--- config.mk ---
export PLATFORM = sky130hd
export DESIGN_NAME = canvas_write_ctrl
export DESIGN_NICKNAME = d
export VERILOG_FILES = /design/src/rtl/canvas_write_ctrl.sv
export SDC_FILE = /design/constraint.sdc
export NUM_CORES = 1
export LEC_CHECK = 0
export ABC_CLOCK_PERIOD_IN_PS = 4900
export CAP_MARGIN = 15
export CORE_AREA = 2 2 85 87
export DETAILED_ROUTE_END_ITERATION = 10
export DIE_AREA = 0 0 87 89
export PLACE_DENSITY = 0.84
export SYNTH_ARGS = -nofsm -noshare
export SYNTH_HDL_FRONTEND = slang
export SYNTH_SLANG_ARGS = --single-unit
--- constraint.sdc ---
create_clock -name clk -period 4.9 [get_ports clk]
set_clock_uncertainty 0.15 [all_clocks]
set_input_delay 1.47 -clock clk [delete_from_list [all_inputs] [get_ports clk]]
set_output_delay 1.47 -clock clk [all_outputs]
set_load 0.05 [all_outputs]
--- src/rtl/canvas_write_ctrl.sv ---
// Sole writer of frame-buffer port A: arbitrates brush-stamp paint requests
// against a full-canvas clear sweep and emits one registered write per cycle.
module canvas_write_ctrl #(
  parameter int   H_RES        = 640,
  parameter int   V_RES        = 480,
  parameter int   ADDR_W       = 19,
  parameter logic CLEAR_COLOR  = 1'b0,
  parameter bit   CLEAR_ON_RST = 1'b1
) (
  input  logic              clk,
  input  logic              rst,
  input  logic              clear_req,
  input  logic              paint_valid,
  output logic              paint_ready,
  input  logic [9:0]        paint_x,
  input  logic [9:0]        paint_y,
  input  logic              paint_color,
  input  logic [1:0]        brush_r,
  output logic              we,
  output logic [ADDR_W-1:0] waddr,
  output logic              wdata,
  output logic              busy
);

  // state | meaning
  // IDLE  | waiting; accepts paint requests, launches pending/requested clears
  // STAMP | one brush candidate per cycle, dx fastest, dy slowest
  // CLEAR | linear sweep of every visible pixel with CLEAR_COLOR
  typedef enum logic [1:0] {IDLE, STAMP, CLEAR} state_t;

  localparam state_t              RST_STATE = CLEAR_ON_RST ? CLEAR : IDLE;
  localparam logic [9:0]          X_LAST    = 10'(H_RES - 1);
  localparam logic [9:0]          Y_LAST    = 10'(V_RES - 1);
  localparam logic signed [10:0]  PX_LIM    = 11'(H_RES);
  localparam logic signed [10:0]  PY_LIM    = 11'(V_RES);

  state_t             state, state_nxt;
  logic               clear_pend;
  logic [9:0]         cx, cy;
  logic signed [2:0]  dx, dy;
  logic [9:0]         lat_x, lat_y;
  logic               lat_color;
  logic [1:0]         lat_r;

  logic               accept, clear_go, stamp_last, clear_last;
  logic signed [2:0]  r_s, r_in;
  logic signed [10:0] px, py;
  logic               cand_we, cand_data;
  logic [ADDR_W-1:0]  cand_addr;

  assign paint_ready = (state == IDLE) && !clear_pend && !clear_req && !rst;
  assign accept      = paint_valid && paint_ready;
  assign clear_go    = clear_req || clear_pend;
  assign busy        = (state != IDLE) || clear_pend;

  assign r_s        = signed'({1'b0, lat_r});
  assign r_in       = signed'({1'b0, brush_r});
  assign stamp_last = (dx == r_s) && (dy == r_s);
  assign clear_last = (cx == X_LAST) && (cy == Y_LAST);

  assign px = signed'({1'b0, lat_x}) + signed'({{8{dx[2]}}, dx});
  assign py = signed'({1'b0, lat_y}) + signed'({{8{dy[2]}}, dy});

  always_ff @(posedge clk) begin
    if (rst) begin
      state      <= RST_STATE;
      clear_pend <= 1'b0;
      cx         <= '0;
      cy         <= '0;
      dx         <= '0;
      dy         <= '0;
      lat_x      <= '0;
      lat_y      <= '0;
      lat_color  <= 1'b0;
      lat_r      <= '0;
      we         <= 1'b0;
      waddr      <= '0;
      wdata      <= 1'b0;
    end else begin
      state <= state_nxt;
      we    <= cand_we;
      waddr <= cand_addr;
      wdata <= cand_data;
      case (state)
        IDLE: begin
          if (clear_go) begin
            cx         <= '0;
            cy         <= '0;
            clear_pend <= 1'b0;
          end else if (accept) begin
            lat_x     <= paint_x;
            lat_y     <= paint_y;
            lat_color <= paint_color;
            lat_r     <= brush_r;
            dx        <= -r_in;
            dy        <= -r_in;
          end
        end
        STAMP: begin
          // A clear arriving on the final stamp cycle hands straight over to the sweep
          if (stamp_last) begin
            if (clear_go) begin
              cx         <= '0;
              cy         <= '0;
              clear_pend <= 1'b0;
            end
          end else begin
            if (clear_req) clear_pend <= 1'b1;
            if (dx == r_s) begin
              dx <= -r_s;
              dy <= dy + 3'sd1;
            end else begin
              dx <= dx + 3'sd1;
            end
          end
        end
        CLEAR: begin
          if (cx == X_LAST) begin
            cx <= '0;
            cy <= (cy == Y_LAST) ? '0 : cy + 10'd1;
          end else begin
            cx <= cx + 10'd1;
          end
        end
        default: ;
      endcase
    end
  end

  always_comb begin
    state_nxt = state;
    case (state)
      IDLE: begin
        if (clear_go)    state_nxt = CLEAR;
        else if (accept) state_nxt = STAMP;
      end
      STAMP: begin
        if (stamp_last) state_nxt = clear_go ? CLEAR : IDLE;
      end
      CLEAR: begin
        if (clear_last) state_nxt = IDLE;
      end
      default: state_nxt = IDLE;
    endcase
  end

  always_comb begin
    cand_we   = 1'b0;
    cand_addr = '0;
    cand_data = 1'b0;
    case (state)
      STAMP: begin
        if (!px[10] && (px < PX_LIM) && !py[10] && (py < PY_LIM)) begin
          cand_we   = 1'b1;
          cand_addr = ADDR_W'({py[8:0], px[9:0]});
          cand_data = lat_color;
        end
      end
      CLEAR: begin
        cand_we   = 1'b1;
        cand_addr = ADDR_W'({cy[8:0], cx[9:0]});
        cand_data = CLEAR_COLOR;
      end
      default: ;
    endcase
  end

endmodule

**Word level (Yosys, flattened, before mapping)**

Cells that the tools add are included.
Widths: inputs -> output; s select.

- Add/subtract/negate cells: 8
- $lt $le $gt $ge: 2
- Eq/ne operators: 15
- Muxes and demuxes: 31
- Bitwise logic cells: 3
- Reductions and logical operators: 28

Operator list:

| cell | count |
|---|---|
| $mux 10 | 7 |
| $pmux 10 s3 | 2 |
| $pmux 19 s2 | 1 |
| $add 11x3->11 | 2 |
| $add 10x1->10 const B | 2 |
| $mux 19 | 1 |
| $mux 3 | 6 |
| $ne 2x2->1 const B | 7 |
| $pmux 3 s2 | 2 |
| $lt 11x10->1 const B | 1 |
| $lt 11x11->1 const B | 1 |
| $eq 10x10->1 const B | 1 |
| $eq 10x9->1 const B | 1 |
| $mux 2 | 5 |
| $logic_and 1x1->1 | 9 |
| $reduce_and 3->1 | 3 |
| $add 3x2->3 const B | 2 |
| $eq 3x3->1 | 2 |
| $ne 3x3->1 const B | 2 |
| $neg 2->3 | 2 |
| $pmux 2 s3 | 1 |
| $logic_not 1->1 | 5 |
| $reduce_and 5->1 | 1 |
| $mux 1 | 4 |
| other kinds (11) | 17 |

- Register bits after elaboration: 73
- Output and inout bits: 23
- Logic and storage cells: 100

**Depth between registers and ports, before layout**

- Word-level depth: 8
- Mapped depth: 10
- Gate-level depth less buffers: 9

**Worst setup path after synthesis**

Ideal clock, no wire load.

- Path type: in2out
- From: in rst
- To: out paint_ready
- Arrival time: 2.535 ns
- Slack: 0.745 ns
- Stages on the path: 3
- Buffers on the path: 2
- Cell sequence: clkbuf_1 > buf_1 > nor2_1

- Word-level cells in the longest chain between the ends: 2

RTL lines:

| what | line | RTL |
|---|---|---|
| start: declaration | 11 | `input logic rst,` |
| $logic_not 1->1 | 51 | `assign paint_ready = (state == IDLE) && !clear_pend && !clear_req && !rst;` |
| $logic_and 1x1->1 | 51 |  |
| end: declaration | 14 | `output logic paint_ready,` |

No other way between the ends.

**Worst setup path after layout**

- From: in clear_req
- To: out paint_ready

- Word-level cells in the longest chain between the ends: 3

RTL lines:

| what | line | RTL |
|---|---|---|
| start: declaration | 12 | `input logic clear_req,` |
| $logic_not 1->1 | 51 |  |
| $logic_and 1x1->1 (2 in series) | 51 |  |

No other way between the ends.

==> summary.txt <==
Logic synthesis
  • Number of synthesized flops with an enable pin: 0
  • Syn Inst Count: just under 500
  • Synthesized-area fraction occupied by and/or/nand/nor cells: between 20% and 30%
  • Proportion of synthesized area in mux cells: ~1.5%
  • Dominant synthesized flop cell: dfxtp_1
  • Ys Warns: 0
  • Main combinational cell family by area after synthesis: simple AND/OR/NAND/NOR gates
  • Cell Area, Synth: 0.00403 sq mm
  • Post-Syn Area per Cell: between 8 and 9 sq um
  • Synth Area in Adders: about a tenth
  • Post-synth ARST share: 0%
  • Synth unique cells: 57
  • Register area share after synthesis: between 30% and 40%
  • Syn nets: ~550
  • Synth Register Bits: 73
  • Synth Area in XOR/XNOR: under 10%
  • Synth Area in Compound Gates: 20.2%

Floorplan
  • Core area: 0.00672 sq mm
  • Row cnt: 30
  • # IOs: 50
  • Die ar.: a little under 0.008 sq mm
  • Initial Util: between 60% and 70%
  • Die W: 87 microns
  • Die Ht: between 80 and 90 microns

Critical path
  • Reg2reg end: waddr[14]$_SDFF_PP0_
  • Critical Path End Type: output port
  • CP startpoint: clear_req
  • Crit path capture: paint_ready
  • Crit start category: primary input
  • Cells on worst reg2reg path: 8
  • Arrival time worst endpoint: around 2.6 ns
  • CP Data Required Time: 3.28 ns
  • Reg2reg setup slack: 1.33 ns
  • Critical path peak fanout: 4
  • Reg2Reg Launch Point: dy[2]$_SDFFE_PP0P_
  • Setup CP Type: primary input to output port

Layout
  • Inserted Diodes: 0
  • Layout area overhead: 19.3%
  • Fraction of layout cells with a size suffix above 1: between 5 and 6%
  • Final #Nets: just under 600
  • Non-Filler Instances: approximately 620
  • Commonest non-fill, non-tap cell in the layout: nand2_1
  • Most frequent cells in the layout: 86 x nand2_1, 73 x dfxtp_1, 48 x clkdlybuf4s50_1
  • Finished Core Util: between 70% and 80%

Routing
  • Initial drt markers: 230
  • Post-route ant nets: 0
  • Drt total wl: around 9.4 mm
  • Routed WL per cell: about 15 microns
  • DR vias: 3,620
  • # DRC: 0
  • First drt pass iteration count: 5
  • Vias per inst: around 5.8

Power and ir drop
  • Pleak: approximately 1.9 nW
  • Maximum VDD drop: 194 uV
  • PwrDens: about 250 mW/mm^2

Timing
  • Setup-failing EPs final: 0
  • Highest clock rate: approximately 240 MHz
  • Total Neg Setup Slack: 0 ns
  • Post-route clock period utilization: approximately 87%
  • Max Slew Vio Count: 0
  • Max-slew headroom: 57.0%
  • Final hold vios: 0
  • RSZ-0062 raised after global routing: no
  • Worst-Margin Slew: roughly 0.65 ns
  • Tmin final: about 4.2 ns

Global routing
  • Number of global-route vias before repair: between 3,000 and 4,000
  • Initial antenna violation count: 0
  • First-pass GRT wire length: between 15 and 20 mm
  • Total Routing Usage GR: 25.4%
  • Largest net degree at the start of global routing: 47
  • Global route overflow: 0

Placed design
  • Final estimated routing congestion in global placement: a little over 0.9
  • Dpl hpwl: 6.82 mm
  • Port Buffers: 49
  • Placed cell count: 606

Clock tree
  • CTS resizes: 0
  • Worst-Skew Late Latency: between 0.3 and 0.4 ns
  • Cts bufs inserted: 9
  • Root buf cell: clkbuf_8
  • Clock sinks: 73
  • Cts hold-fix bufs: 0
  • Clock slew at reported path FFs: about 0.07 ns
  • CTS tree: yes
  • Clk buf depth: 2
  • Htree depth: 3
  • Post-CTS Setup Bufs: 0

Hold path
  • Hold path start: lat_y[6]$_SDFFE_PP0P_
  • Hold path depth: 2
  • Min-Delay Path Class: register to register

Outcome
  • Outcome: completed

Job
  • Max Cap Viol: 0
==> per-layer routing <==
| metal | vias up | global-route usage [%] | share of wire [%] |
|---|---|---|---|
| met3 | 21 | 6.28 | 5.4 |
| met2 | 121 | 42.4 | 48 |
| met1 | 1655 | 32.5 | 44 |
| met5 | - | 0 | 0 |
| li1 | 1823 | - | - |
| met4 | 0 | 7.81 | 2.0 |
==> worst max-delay path, cell delays in order <==
cell             delay [ns]
clkdlybuf4s50_1        0.44
nor2_1                 0.19
nand2_1                0.15
nor2_1                 0.20
buf_12                 0.17
==> Yosys cell counts (13+ instances only) <==
master    count  share of area (%)
nand2_1      86                8.0
dfxtp_1      73                 36
nor2_1       43                4.0
a21oi_1      32                4.0
o21ai_0      32                4.0
ha_1         30                9.3
xnor2_1      18                3.9
xor2_1       16                3.5
o21ai_1      15                1.9
inv_1        14                1.3
clkbuf_1     13                1.2
nand3_1      13                1.6
==> cell type report <==
cell class	count	area (sq um)
Clock buffer	10	128
Clock inverter	6	91.3
Fill cell	507	1910
Inverter	15	56.3
Multi-Input combinational cell	386	2440
Sequential cell	73	1460
Tap cell	80	100
Timing Repair Buffer	53	534
==> cell families (layout without fill, tap and decap cells) <==
kind of cell	count (synthesis)	count (layout)
xor+xnor	34	34
mux	6	6
flops	73	73
simple gates	187	187
compound gates	127	127
fa+ha+maj	32	32
buf+inv	33	84
==> stage by stage <==
step	power (W)	cell area (sq um)	setup slack (ns)	hold WS (ns)
5_1_grt	0.00123	4810	0.585	0.331
2_1_floorplan	0.000638	4030	0.745	0.263
4_1_cts	0.00119	4800	0.657	0.317
6_report	0.00119	4810	0.660	0.312
3_5_place_dp	0.000671	4580	0.654	0.306
3_3_place_gp	0.000669	4580	0.718	0.301
==> flip-flops by register name, indices dropped and copies added, names as in the netlist <==
register,count
clear_pend,1
cx,10
cy,10
dx,3
dy,3
lat_color,1
lat_r,2
lat_x,10
lat_y,10
state,2
waddr,19
wdata,1
we,1
==> where the power goes <==
| group | internal (W) | switching, W | leakage, nW | total (W) |
|---|---|---|---|---|
| combinational | 0.0000295 | 0.0000284 | 1.20 | 0.0000580 |
| sequential | 0.000597 | 0.00000417 | 0.589 | 0.000601 |
| clock | 0.000288 | 0.000241 | 0.0991 | 0.000530 |
| total | 0.000915 | 0.000274 | 1.89 | 0.00119 |
==> how the worst min path moves through the flow <==
stage                            end  slack [ns]
2_1_floorplan       wdata$_SDFF_PP0_        0.26
6_report       lat_y[6]$_SDFFE_PP0P_        0.31
3_3_place_gp   lat_y[6]$_SDFFE_PP0P_        0.30
3_5_place_dp   lat_y[6]$_SDFFE_PP0P_        0.31
5_1_grt        lat_y[6]$_SDFFE_PP0P_        0.33
4_1_cts        lat_y[6]$_SDFFE_PP0P_        0.32
Power figures use the tool's default switching activity.
